File: config.mk
export PLATFORM = sky130hd
export DESIGN_NAME = arp_ctrl
export DESIGN_NICKNAME = d
export VERILOG_FILES = /design/src/rtl/arp_ctrl_pkg.sv /design/src/rtl/arp_retry_timer.sv /design/src/rtl/arp_ctrl.sv
export SDC_FILE = /design/constraint.sdc
export NUM_CORES = 1
export LEC_CHECK = 0
export CAP_MARGIN = 40
export CORE_AREA = 2 2 163 165
export DETAILED_ROUTE_END_ITERATION = 8
export DIE_AREA = 0 0 165 167
export DONT_BUFFER_PORTS = 1
export GPL_ROUTABILITY_DRIVEN = 1
export PLACE_DENSITY = 0.53
export SYNTH_ARGS = -nofsm -noshare
export SYNTH_HDL_FRONTEND = slang
export SYNTH_SLANG_ARGS = --single-unit
File: constraint.sdc
create_clock -name clk -period 8 [get_ports clk]
set_clock_uncertainty 0.2 [all_clocks]
set_input_delay 1.6 -clock clk [delete_from_list [all_inputs] [get_ports clk]]
set_output_delay 1.6 -clock clk [all_outputs]
set_load 0.1 [all_outputs]
File: src/rtl/arp_ctrl_pkg.sv
// Shared types and constants for the ARP sequencer and its retry timer.
package arp_ctrl_pkg;

  localparam int unsigned MAC_W = 48;
  localparam int unsigned IP_W  = 32;

  typedef enum logic [1:0] {
    IDLE,
    SEND,
    WAIT_DONE,
    WAIT_REPLY
  } arp_state_e;

  localparam logic ARP_TYPE_REQ = 1'b0;
  localparam logic ARP_TYPE_REP = 1'b1;

  localparam logic [MAC_W-1:0] BCAST_MAC = 48'hff_ff_ff_ff_ff_ff;

  // MAC/IP pair as carried in the reply buffer, TX fields and peer cache
  typedef struct packed {
    logic [MAC_W-1:0] mac;
    logic [IP_W-1:0]  ip;
  } arp_peer_t;

endpackage

File: src/rtl/arp_retry_timer.sv
// Re-request interval counter; counts while run and not frozen, pulses on the last cycle.
module arp_retry_timer #(
  parameter int unsigned RETRY_CYCLES = 125_000_000
) (
  input  logic clk,
  input  logic rst_n,
  input  logic clear_i,
  input  logic run_i,
  input  logic freeze_i,
  output logic expire_c
);

  localparam int unsigned CNT_W = (RETRY_CYCLES > 1) ? $clog2(RETRY_CYCLES) : 1;
  localparam logic [CNT_W-1:0] CNT_LAST = CNT_W'(RETRY_CYCLES - 1);

  logic [CNT_W-1:0] cnt_q, cnt_d;
  logic             step_c;

  assign step_c   = run_i && !freeze_i;
  assign expire_c = step_c && (cnt_q == CNT_LAST);

  always_comb begin
    cnt_d = cnt_q;
    if (clear_i || expire_c) begin
      cnt_d = '0;
    end else if (step_c) begin
      cnt_d = cnt_q + CNT_W'(1);
    end
  end

  always_ff @(posedge clk) begin
    if (!rst_n) begin
      cnt_q <= '0;
    end else begin
      cnt_q <= cnt_d;
    end
  end

endmodule

File: src/rtl/arp_ctrl.sv
// ARP sequencer: resolves TARGET_IP with bounded retries, answers requests,
// caches the peer, and arbitrates the shared TX path with UDP.
module arp_ctrl
  import arp_ctrl_pkg::*;
#(
  parameter logic [IP_W-1:0] TARGET_IP    = {8'd169, 8'd254, 8'd51, 8'd120},
  parameter int unsigned     RETRY_CYCLES = 125_000_000,
  parameter int unsigned     MAX_RETRY    = 8,
  parameter bit              AUTO_START   = 1'b1
) (
  input  logic             clk,
  input  logic             rst_n,
  input  logic             arp_rx_done,
  input  logic             arp_rx_type,
  input  logic [MAC_W-1:0] src_mac,
  input  logic [IP_W-1:0]  src_ip,
  input  logic             tx_done,
  output logic             arp_tx_en,
  output logic             arp_tx_type,
  output logic [MAC_W-1:0] des_mac,
  output logic [IP_W-1:0]  des_ip,
  input  logic             arp_req,
  input  logic             udp_busy,
  output logic             arp_busy,
  output logic [MAC_W-1:0] peer_mac,
  output logic [IP_W-1:0]  peer_ip,
  output logic             peer_valid,
  output logic             arp_fail
);

  localparam int unsigned RETRY_W = $clog2(MAX_RETRY + 1);
  localparam logic [RETRY_W-1:0] RETRY_MAX = RETRY_W'(MAX_RETRY);

  arp_state_e         state_q, state_d;
  logic               req_pend_q, req_pend_d;
  logic               rep_pend_q, rep_pend_d;
  arp_peer_t          rep_buf_q, rep_buf_d;
  logic               srv_rep_q, srv_rep_d;
  logic               resume_q, resume_d;
  logic               boot_q, boot_d;
  logic [RETRY_W-1:0] retry_q, retry_d;
  logic               tx_en_q, tx_en_d;
  logic               tx_type_q, tx_type_d;
  arp_peer_t          des_q, des_d;
  logic               busy_q, busy_d;
  arp_peer_t          peer_q, peer_d;
  logic               peer_valid_q, peer_valid_d;
  logic               fail_q, fail_d;

  logic rx_req_c, hit_c, cache_rep_c;
  logic tmr_clear_c, tmr_run_c, tmr_freeze_c, tmr_expire_c;

  assign rx_req_c    = arp_rx_done && (arp_rx_type == ARP_TYPE_REQ);
  assign hit_c       = arp_rx_done && (src_ip == TARGET_IP);
  assign cache_rep_c = hit_c && (arp_rx_type == ARP_TYPE_REP);

  // A reply pending in WAIT_REPLY pre-empts the timer for the whole reply frame
  assign tmr_run_c    = (state_q == WAIT_REPLY);
  assign tmr_freeze_c = rep_pend_q && !udp_busy;

  arp_retry_timer #(
    .RETRY_CYCLES (RETRY_CYCLES)
  ) u_timer (
    .clk      (clk),
    .rst_n    (rst_n),
    .clear_i  (tmr_clear_c),
    .run_i    (tmr_run_c),
    .freeze_i (tmr_freeze_c),
    .expire_c (tmr_expire_c)
  );

  always_comb begin
    state_d      = state_q;
    req_pend_d   = req_pend_q;
    rep_pend_d   = rep_pend_q;
    rep_buf_d    = rep_buf_q;
    srv_rep_d    = srv_rep_q;
    resume_d     = resume_q;
    boot_d       = 1'b0;
    retry_d      = retry_q;
    tx_type_d    = tx_type_q;
    des_d        = des_q;
    peer_d       = peer_q;
    peer_valid_d = peer_valid_q;
    fail_d       = fail_q;
    tmr_clear_c  = 1'b0;

    unique case (state_q)
      IDLE: begin
        if ((rep_pend_q || req_pend_q) && !udp_busy) begin
          state_d = SEND;
          if (rep_pend_q) begin
            srv_rep_d = 1'b1;
            tx_type_d = ARP_TYPE_REP;
            des_d     = rep_buf_q;
          end else begin
            srv_rep_d = 1'b0;
            tx_type_d = ARP_TYPE_REQ;
            des_d     = '{mac: BCAST_MAC, ip: TARGET_IP};
          end
        end
      end
      SEND: begin
        state_d = WAIT_DONE;
        if (srv_rep_q) rep_pend_d = 1'b0;
        else           req_pend_d = 1'b0;
      end
      WAIT_DONE: begin
        if (tx_done) begin
          if (srv_rep_q) begin
            state_d  = resume_q ? WAIT_REPLY : IDLE;
            resume_d = 1'b0;
          end else begin
            state_d     = WAIT_REPLY;
            tmr_clear_c = 1'b1;
            if (retry_q != RETRY_MAX) retry_d = retry_q + RETRY_W'(1);
          end
        end
      end
      WAIT_REPLY: begin
        if (rep_pend_q && !udp_busy) begin
          state_d   = SEND;
          resume_d  = 1'b1;
          srv_rep_d = 1'b1;
          tx_type_d = ARP_TYPE_REP;
          des_d     = rep_buf_q;
        end else if (cache_rep_c) begin
          state_d = IDLE;
        end else if (tmr_expire_c) begin
          state_d = IDLE;
          if (retry_q < RETRY_MAX) req_pend_d = 1'b1;
          else                     fail_d     = 1'b1;
        end else if (req_pend_q) begin
          state_d     = IDLE;
          tmr_clear_c = 1'b1;
        end
      end
      default: state_d = IDLE;
    endcase

    // Input events are applied last so a fresh event beats a same-cycle clear
    if (boot_q) req_pend_d = 1'b1;
    if (rx_req_c) begin
      rep_pend_d = 1'b1;
      rep_buf_d  = '{mac: src_mac, ip: src_ip};
    end
    if (hit_c) begin
      peer_d       = '{mac: src_mac, ip: src_ip};
      peer_valid_d = 1'b1;
    end
    if (cache_rep_c) begin
      req_pend_d  = 1'b0;
      retry_d     = '0;
      resume_d    = 1'b0;
      tmr_clear_c = 1'b1;
    end
    if (arp_req) begin
      fail_d  = 1'b0;
      retry_d = '0;
      if ((state_q == WAIT_REPLY) && (state_d == WAIT_REPLY)) tmr_clear_c = 1'b1;
      else                                                    req_pend_d  = 1'b1;
    end

    tx_en_d = (state_d == SEND);
    busy_d  = (state_d == SEND) || (state_d == WAIT_DONE);
  end

  always_ff @(posedge clk) begin
    if (!rst_n) begin
      state_q      <= IDLE;
      req_pend_q   <= 1'b0;
      rep_pend_q   <= 1'b0;
      rep_buf_q    <= '0;
      srv_rep_q    <= 1'b0;
      resume_q     <= 1'b0;
      boot_q       <= AUTO_START;
      retry_q      <= '0;
      tx_en_q      <= 1'b0;
      tx_type_q    <= 1'b0;
      des_q        <= '0;
      busy_q       <= 1'b0;
      peer_q       <= '0;
      peer_valid_q <= 1'b0;
      fail_q       <= 1'b0;
    end else begin
      state_q      <= state_d;
      req_pend_q   <= req_pend_d;
      rep_pend_q   <= rep_pend_d;
      rep_buf_q    <= rep_buf_d;
      srv_rep_q    <= srv_rep_d;
      resume_q     <= resume_d;
      boot_q       <= boot_d;
      retry_q      <= retry_d;
      tx_en_q      <= tx_en_d;
      tx_type_q    <= tx_type_d;
      des_q        <= des_d;
      busy_q       <= busy_d;
      peer_q       <= peer_d;
      peer_valid_q <= peer_valid_d;
      fail_q       <= fail_d;
    end
  end

  assign arp_tx_en   = tx_en_q;
  assign arp_tx_type = tx_type_q;
  assign des_mac     = des_q.mac;
  assign des_ip      = des_q.ip;
  assign arp_busy    = busy_q;
  assign peer_mac    = peer_q.mac;
  assign peer_ip     = peer_q.ip;
  assign peer_valid  = peer_valid_q;
  assign arp_fail    = fail_q;

endmodule

==> run metrics, run 1 <==
status=finished, final reports clean; CP Cell Sequence=or4b_4 > nor4_4 > nand4_1 > a21oi_1 > nor2_1 > ha_1 > a22o_1 > a21oi_1 > nand3_2 > a21oi_1; post-CTS setup buffers=0; H-tree Lvls=1; hold crit path type=flip-flop to flip-flop; Slew Limit Fails=0; Power Dens Cells=362.3 nW/um2; hold_buf cts=0; met1 Use GR=26.63%; Remaining Overflow, GRT=0; initial core utilization=39.38%; xor/xnor share of the synthesized area=2.503%; WS Path Type=input pin to flip-flop; switching power=2.137 mW; synth unique cells=51; CTS tree=built; GR Util met3=4.882%; Main synth FF type=dfxtp_1; Switching Fraction=39.77%; full die area=27,560 um2; # placed instances=1,551; Worst EP required=8260 ps; Worst setup SP type=input pin; Post-Synth Adder-Cell Area=1.233%; Placed Area=13,830 um2; nets@finish=1,345; initial antenna violation count=0; largest family of logic cells by synthesized area=simple AND/OR/NAND/NOR gates; Final Cell Area=14,830 um2; Avg Inst Size Synth=9.027 um2; Final Wtd Congestion=0.8006; CTS Buf Count=30; Avg WL per Cell=18.67 um; Setup crit end kind=flip-flop; R2R cell count=11; total number of cells along the worst setup path=10; post-synthesis mux area share=0.1110%; Synth Area in Simple Gates=20.04%; Final Util=57.57%; Comb pwr share=40.7%; Synth Area in Compound Gates=16.64%; Synth Net Count=1,221; Worst-Margin Slew=847.7 ps; Routed WL=29,960 um; via count=8,536; ys async rst share=0%; crit-path max FO=27; Seq. cell area=5645 um2; largest net degree at the start of global routing=104; CP max stage delay=540 ps; commonest non-fill, non-tap cell in the layout=dfxtp_1; Crit path arrival time=4480 ps; Final Instance Count excl. Fillers=1,605; Ant. Diodes=0; Yosys warnings=0; Worst Path Buf+Inv=0; vias per cell=5.318; synthesized cell area=10,150 um2; num rows=59; Cells after Synth=1,124; Initial DRC Count=530; Top cell by count, worst path=a21oi_1; Clock Tree Root=clkbuf_16; filler cell count=2,077; Die X=165 um; final worst-path cycle share=52.66%; commonest cells after routing, fill and taps aside=dfxtp_1 (282), nand2_1 (276), a21oi_1 (137), nor2_1 (93), buf_8 (89); global-route wire length before repair=47,220 um; global route hottest layer=met2; DR DRC count=0; fraction of layout cells with a size suffix above 1=24.09%; Setup TNS Final=0 ps; Power Total=5.374 mW; Global Route Usage Sum=21.36%; Slowest-stage cell, CP=or4b_4; Pint=3.236 mW; post-cts resize count=0; core area=25,760 um2; drt pass-1 iters=4; Clk Latency, worst-skew pair=570 ps; number of flops mapped to enable cells by yosys=0; sequential share of the synthesized area=55.64%; peak supply drop=0.2893 mV; clock share of power=25.9%; post-route minimum period=4213 ps; Largest delay share family, worst path=simple AND/OR/NAND/NOR gates; final-report hold violation count=0; Die Y=167 um; leak pwr=5.621 nW; hold depth=2; Slew HR=43.49%; RSZ-0062 raised after global routing=no; met2 Resource Use GR=36.65%; Reg clk slew, reported paths=60 ps; I/O pin total=252; #FFs+latches synth=282; DPL Wire Length=19,390 um; P&R area growth vs syn=46.20%; sequential share of power=33.4%; Setup violations, final=0; max-cap violation count=0; number of global-route vias before repair=8,613; Multi-input gate area=4155 um2; # clock sinks=282; # port buffers=0; Final ANT Viol Nets=0; CTS Buffer Depth=3; fmax=237.4 MHz
## layout make-up
cell class,instances,share of cell area [%]
clock buffer,43,5.930
clock inverter,11,0.8182
inverter,13,0.3627
multi-input combinational,744,28.01
sequential,282,38.06
tap,335,2.826
timing repair buffer,177,23.99
## path summary, 6_finish.rpt
check	startpoint	slack, ps	end
setup / recovery	src_ip[0]	3790	u_timer.cnt_q[1]
hold / removal	rep_buf_q[1]	250	rep_buf_q[1]
setup reg to reg	state_q[0]	4280	u_timer.cnt_q[1]
hold reg to reg	rep_buf_q[1]	250	rep_buf_q[1]
## state kept, by name, summed over array words and instances, names as in the netlist
signal	flops
state_q	2
peer_valid	1
peer_ip	32
boot_q	1
arp_fail	1
arp_tx_en	1
retry_q	4
arp_tx_type	1
des_mac	48
peer_mac	48
rep_buf_q	80
u_timer.cnt_q	27
rep_pend_q	1
req_pend_q	1
arp_busy	1
resume_q	1
des_ip	32
## metal layers
layer  up-vias  routed length, um
met4         0                745
met2       301              14700
met1      4063              12270
li1       4114                  -
met5         -                  0
met3        58               2242
## cell usage after synthesis (2+ instances only)
cell,n,area [um2]
buf_4,3,22.52
a21o_1,3,22.52
a22oi_1,13,97.59
nor3_1,13,65.06
ha_1,10,125.1
dfxtp_1,282,5645
and3b_1,2,17.52
nand4_1,13,81.33
inv_1,13,48.80
nand2_1,276,1036
nor3b_1,2,15.01
and4_1,2,17.52
nand4b_1,3,26.28
nand2b_1,4,25.02
nor2_1,93,349.1
and2_1,4,25.02
nand3_1,10,50.05
nor4_1,12,75.07
and3_1,21,131.4
buf_1,3,11.26
clkbuf_1,71,266.5
o21ai_0,3,15.01
xor2_1,2,17.52
a21oi_1,138,690.7
buf_2,8,40.04
xnor2_1,27,236.5
o311ai_0,2,17.52
o221a_2,67,754.5
nand4bb_1,2,22.52
## worst reg2reg max path, delay by kind of cell (launching register included)
kind / cells / cell delay, ps
flops: 1 / 410
compound gates: 5 / 980
simple gates: 4 / 1270
fa+ha+maj: 2 / 790
## power groups by stage
stage / sequential (mW) / clock (mW) / combinational [mW]
after floorplan: 2.72 / 0 / 0.346
after global placement: 2.78 / 0 / 0.442
after detailed placement: 1.82 / 0 / 2.20
after CTS: 1.80 / 1.42 / 2.20
after global routing: 1.82 / 1.48 / 2.25
final: 1.80 / 1.39 / 2.19
## cell families (layout without fill, tap and decap cells)
logic type,count (synthesis),count (layout)
AND/OR/NAND/NOR,467,467
flip-flops,282,282
AO/OA/AOI/OAI,237,237
buffers and inverters,98,244
XOR/XNOR,29,29
adder cells (fa/ha/maj),10,10
multiplexers,1,1
## stage by stage
step / hold slack, ps / setup WS [ps]
after floorplan: 236.0 / 3912
after global placement: 241.6 / 3265
after detailed placement: 246.8 / 3194
after CTS: 255.2 / 3779
after global routing: 265.6 / 3569
final: 253.2 / 3787
Note: power is estimated with default switching activity, not from simulation.
==> inputs of run 2 (changes only) <==
--- a/config.mk
+++ b/config.mk
@@ -5,10 +5,11 @@
 export SDC_FILE = /design/constraint.sdc
 export NUM_CORES = 1
 export LEC_CHECK = 0
+export ABC_AREA = 1
 export CAP_MARGIN = 40
-export CORE_AREA = 2 2 163 165
+export CORE_AREA = 2 2 165 167
 export DETAILED_ROUTE_END_ITERATION = 8
-export DIE_AREA = 0 0 165 167
+export DIE_AREA = 0 0 167 169
 export DONT_BUFFER_PORTS = 1
 export GPL_ROUTABILITY_DRIVEN = 1
 export PLACE_DENSITY = 0.53
==> constraint.sdc (replaced) <==
create_clock -name clk -period 4.2 [get_ports clk]
set_clock_uncertainty 0.2 [all_clocks]
set_input_delay 0.84 -clock clk [delete_from_list [all_inputs] [get_ports clk]]
set_output_delay 0.84 -clock clk [all_outputs]
set_load 0.1 [all_outputs]
==> run 2 against run 1 <==
Effect of this change: clock power increased by 97%; largest power group unchanged; global-route usage is 0.33 points lower; flip-flop and latch count is the same; synthesized area is 2.5% higher; power up 110%; critical path type is now flip-flop to flip-flop; clock-buffer cell count unchanged; critical endpoint is now u_timer.cnt_q[11]; routed wire length up 1.9%.
==> run metrics, run 2 <==
status=finished, final reports clean; Reg clk slew, reported paths=60 ps; synth unique cells=39; Cells after Synth=1,261; P&R area growth vs syn=44.59%; final worst-path cycle share=76.60%; Synth area leader=dfxtp_1; Final Cell Area=15,040 um2; crit-path max FO=27; Die Y=169 um; Initial DRC Count=490; Worst-Margin Slew=674.8 ps; max reg flops=80; Avg WL per Cell=17.34 um; Setup TNS Final=0 ps; Synth Net Count=1,358; largest net degree at the start of global routing=211; fmax=310.8 MHz; Switching Fraction=41.69%; Final Util=56.77%; initial core utilization=39.26%; sequential share of the synthesized area=54.26%; top-count cell post-synth=nor2_1; initial antenna violation count=0; Setup violations, final=0; synthesized cell area=10,400 um2; # placed instances=1,703; core area=26,500 um2; commonest cells after routing, fill and taps aside=nor2_1 (301), dfxtp_1 (282), o21ai_0 (154), nand2_1 (108), buf_8 (93); top cells by area, synth=dfxtp_1 (54%), nor2_1 (11%), o21ai_0 (7.4%); Power Total=11.22 mW; peak supply drop=0.7952 mV; Worst setup SP type=flip-flop; Pint=6.542 mW; Largest Register=rep_buf_q; drt pass-1 iters=4; Clock Tree Root=clkbuf_16; Setup crit end kind=flip-flop; area share of the largest cell type after synthesis=54.26%; Slew Limit Fails=0; pre-CTS setup slack=578.2 ps; clock share of power=24.5%; Avg Inst Size Synth=8.250 um2; Yosys warnings=0; Crit path arrival time=3490 ps; Main synth FF type=dfxtp_1; Ant. Diodes=0; max-cap violation count=0; Die X=167 um; I/O pin total=252; H-tree Lvls=1; DPL Wire Length=20,740 um; CTS Buf Count=31; Final WS setup=983.0 ps; post-cts resize count=0; nets@finish=1,492; top post-synthesis cells by count=nor2_1 (302), dfxtp_1 (282), o21ai_0 (154), nand2_1 (109), inv_1 (85); full die area=28,220 um2; sequential share of power=31.8%; global-route wire length before repair=48,350 um; fraction of layout cells with a size suffix above 1=19.72%; via count=8,921; post-CTS setup buffers=0; CTS Buffer Depth=3; vias per cell=5.066; Final Instance Count excl. Fillers=1,761; Placed Area=14,000 um2; final-report hold violation count=0; commonest non-fill, non-tap cell in the layout=nor2_1; hold slack=216.5 ps; DR DRC count=0; # port buffers=0; switching power=4.678 mW; hold_buf cts=0; hold crit path type=input pin to flip-flop; Worst EP required=4480 ps; WS Path Type=flip-flop to flip-flop; #FFs+latches synth=282; Global Route Usage Sum=21.03%; Comb pwr share=43.8%; RSZ-0062 raised after global routing=no; Power Dens Cells=745.9 nW/um2; Remaining Overflow, GRT=0; num rows=60; Slew HR=55.01%; Routed WL=30,540 um; CTS tree=built; leak pwr=6.037 nW; Final Wtd Congestion=0.8029; post-route minimum period=3217 ps; number of global-route vias before repair=8,897; number of flops mapped to enable cells by yosys=0; Clk Latency, worst-skew pair=550 ps; ys async rst share=0%; Final ANT Viol Nets=0; # clock sinks=282
run 2: changes by cell type after synthesis, sizes merged, moves of 18 or more:
cell,previous run,this run
and3,21,3
inv,13,92
o221a,67,45
a21oi,138,82
o21ai,4,155
xnor2,27,4
nor2,93,308
nand3,11,38
nand2,276,109
run 2: kinds of logic (layout without fill, tap and decap cells):
family                   count (synthesis)  count (layout)  synth area share [%]
AND/OR/NAND/NOR                        491             491                 19.30
XOR/XNOR                                21              21                 1.768
flip-flops                             282             282                 54.26
adder cells (fa/ha/maj)                 10              10                 1.203
AO/OA/AOI/OAI                          288             288                 16.97
buffers and inverters                  169             328                 6.494
run 2: power by group through the flow:
stage / combinational, mW / clock, mW / sequential, mW
after floorplan: 0.874 / 0 / 5.58
after CTS: 4.94 / 2.81 / 3.57
after global routing: 5.08 / 2.91 / 3.61
after global placement: 1.09 / 0 / 5.72
after detailed placement: 4.93 / 0 / 3.61
final: 4.91 / 2.74 / 3.57
run 2: critical path, stage by stage, from the launching register on:
cell	delay, ps
dfxtp_1	400
ha_1	340
inv_2	130
nor2_4	350
nand3_1	210
nand3_1	110
nor2_1	40
o21bai_1	210
inv_1	70
ha_1	210
a311oi_1	350
nand4_2	130
buf_4	240
nor3_1	150
run 2: final timing paths:
kind	cells after the start	start	endpoint	slack, ps
setup / recovery	13	state_q[1]	u_timer.cnt_q[11]	980
hold reg to reg	2	rep_buf_q[74]	des_mac[42]	250
setup reg to reg	13	state_q[1]	u_timer.cnt_q[11]	980
hold / removal	2	rst_n	arp_tx_en	220
run 2: routing by layer:
metal / track usage [%] / up-vias / share of wire [%]
li1: - / 4409 / -
met1: 26.70 / 4198 / 43
met2: 35.59 / 244 / 48
met3: 4.489 / 70 / 5.8
met4: 7.121 / 0 / 3.3
met5: 0 / - / 0
run 2: area by class of cell:
class | count | area [um2]
well taps | 341 | 426.7
clock inverters | 15 | 161.4
multi-input cells | 810 | 4093
inverters | 93 | 350.3
clock buffers | 43 | 880.8
repair buffers | 177 | 3486
flip-flops and latches | 282 | 5645
fillers | 2206 | 11460
==> inputs of run 3 (changes only) <==
--- a/config.mk
+++ b/config.mk
@@ -5,11 +5,11 @@
 export SDC_FILE = /design/constraint.sdc
 export NUM_CORES = 1
 export LEC_CHECK = 0
-export ABC_AREA = 1
+export ABC_AREA = 0
 export CAP_MARGIN = 40
-export CORE_AREA = 2 2 165 167
+export CORE_AREA = 2 2 163 165
 export DETAILED_ROUTE_END_ITERATION = 8
-export DIE_AREA = 0 0 167 169
+export DIE_AREA = 0 0 165 167
 export DONT_BUFFER_PORTS = 1
 export GPL_ROUTABILITY_DRIVEN = 1
 export PLACE_DENSITY = 0.53
==> constraint.sdc (replaced) <==
create_clock -name clk -period 3 [get_ports clk]
set_clock_uncertainty 0.2 [all_clocks]
set_input_delay 0.6 -clock clk [delete_from_list [all_inputs] [get_ports clk]]
set_output_delay 0.6 -clock clk [all_outputs]
set_load 0.1 [all_outputs]
==> run 3 against run 2 <==
Effect of this change: via count down 1.0%; combinational power increased by 4.7%; non-clock buffer count grew 96; setup slack got worse by 680 ps; cell area shrank 4.5%; first-iteration DRC count rose by 11%; die area fell by 2.4%; routed wire length fell by 2.6%; critical path depth fell by 2; flip-flop and latch count is the same.
==> run metrics, run 3 (synthesis results as in run 1) <==
top layer in use=met4; Setup violations, final=0; fmax=370.9 MHz; Min-Delay Startpoint=src_ip[2]; hold crit path type=input pin to flip-flop; clock share of power=29.2%; R2R cell count=11; sequential share of power=32.7%; Final Cell Area=14,360 um2; Die Y=167 um; max reg flops=80; launch point of the worst reg-to-reg path=state_q[0]; Avg WL per Cell=17.46 um; commonest non-fill, non-tap cell in the layout=dfxtp_1; Worst setup SP type=flip-flop; Global Route Usage Sum=21.13%; Comb pwr share=38.1%; DPL Wire Length=17,820 um; CTS Buf Count=31; flop2flop setup slack=300 ps; Clk Latency, worst-skew pair=550 ps; Post-Route M1 WL=12,450 um; WHS Endpoint=rep_buf_q[2]; number of global-route vias before repair=8,777; # port buffers=0; worst reg2reg path endpoint=u_timer.cnt_q[8]; Clock Tree Root=clkbuf_16; hold depth=2; full die area=27,560 um2; initial core utilization=39.38%; crit-path max FO=25; final worst-path cycle share=89.86%; Pint=7.976 mW; I/O pin total=252; Largest Register=rep_buf_q; core area=25,760 um2; Worst-Margin Slew=931.3 ps; switching power=5.537 mW; post-route minimum period=2696 ps; P&R area growth vs syn=41.57%; peak supply drop=0.5728 mV; DR DRC count=0; Power Dens Cells=940.8 nW/um2; Final Wtd Congestion=0.7994; Slew HR=37.91%; WS Path Type=flip-flop to flip-flop; WL met2=14,080 um; Reg clk slew, reported paths=60 ps; Die X=165 um; DR WL met3=2147 um; Crit. Startpoint=state_q[0]; via count=8,831; status=finished, final reports clean; drt pass-1 iters=4; largest net degree at the start of global routing=167; Worst EP required=3290 ps; fraction of layout cells with a size suffix above 1=23.76%; nets@finish=1,442; CTS tree=built; Setup TNS Final=0 ps; Initial DRC Count=542; CTS Buffer Depth=3; Final ANT Viol Nets=0; Routed WL=29,740 um; vias per cell=5.186; global-route wire length before repair=47,190 um; RSZ-0062 raised after global routing=no; leak pwr=5.599 nW; Crit path arrival time=2980 ps; Slew Limit Fails=0; Ant. Diodes=0; Switching Fraction=40.98%; commonest cells after routing, fill and taps aside=dfxtp_1 (281), nand2_1 (276), a21oi_1 (136), buf_4 (110), nor2_1 (93); initial antenna violation count=1; num rows=59; max-cap violation count=0; Setup crit end kind=flip-flop; Placed Area=12,490 um2; # clock sinks=282; Remaining Overflow, GRT=0; final-report hold violation count=0; post-cts resize count=0; H-tree Lvls=1
==> run 3: cell count changes in the layout (fill, tap and decap cells not counted), moves of 23 or more <==
cell,change
o21ai_0,-151
dlygate4sd3_1,+77
xnor2_1,+23
nand2_1,+168
a21oi_1,+56
inv_1,-72
buf_4,+100
buf_16,-64
o221a_2,+37
nor2_1,-208
nand3_1,-29
==> run 3: how the worst max path moves through the flow <==
| stage | depth (start not counted) | slack [ps] | end |
|---|---|---|---|
| after floorplan | 11 | 40 | u_timer.cnt_q[21] |
| after global placement | 12 | -70 | u_timer.cnt_q[8] |
| after detailed placement | 12 | -50 | u_timer.cnt_q[19] |
| after CTS | 13 | 280 | u_timer.cnt_q[4] |
| after global routing | 13 | 50 | u_timer.cnt_q[8] |
| final | 11 | 300 | u_timer.cnt_q[8] |
==> run 3: final cells by class <==
class / count / area (um2)
timing repair buffer: 273 / 3005
tap: 335 / 419.2
clock buffer: 48 / 919.6
clock inverter: 8 / 160.2
multi-input combinational: 744 / 4159
inverter: 13 / 53.80
sequential: 282 / 5647
fill: 2237 / 11400
==> run 3: power groups by stage <==
stage	logic [mW]	registers (mW)	clock network, mW
final	5.14	4.42	3.95
after global placement	4.13	5.03	0
after global routing	5.34	4.48	4.19
after floorplan	0.927	7.26	0
after detailed placement	5.04	4.50	0
after CTS	5.16	4.42	4.03
==> run 3: repair_timing <==
item	4_1_cts	5_1_grt
hold buffers	77	1
buffers inserted	0	0
setup endpoints to repair	0	0
endpoints found under the hold margin	185	1
==> run 3: critical path, cell delays in order (launching register included) <==
cell and delay, ps:
dfxtp_1 400, inv_1 100, ha_1 270, a311oi_1 370, a221o_1 220, nand2_1 70, ha_1 210, a22o_1 200
a21oi_1 160, nand3_2 120, buf_12 180, nor2_1 110
==> run 3: through the flow <==
| step | hold slack (ps) | utilization, % | cells | setup slack, ps | total power, mW |
|---|---|---|---|---|---|
| finish | 12.39 | 55.75 | 1703 | 304.1 | 13.51 |
| floorplan | 236.0 | - | 1124 | 38.51 | 8.191 |
| detailed placement | 246.4 | 48.46 | 1569 | -51.23 | 9.537 |
| CTS | 3.289 | 55.71 | 1702 | 279.7 | 13.62 |
| global placement | 241.3 | 43.54 | 1489 | -68.81 | 9.160 |
| global route | 7.470 | 55.75 | 1703 | 51.30 | 14.00 |
==> run 3: metal layers <==
layer	global-route usage (%)	up-vias
met5	0	-
li1	-	4314
met3	6.276	58
met2	35.13	256
met4	7.637	0
met1	25.76	4203
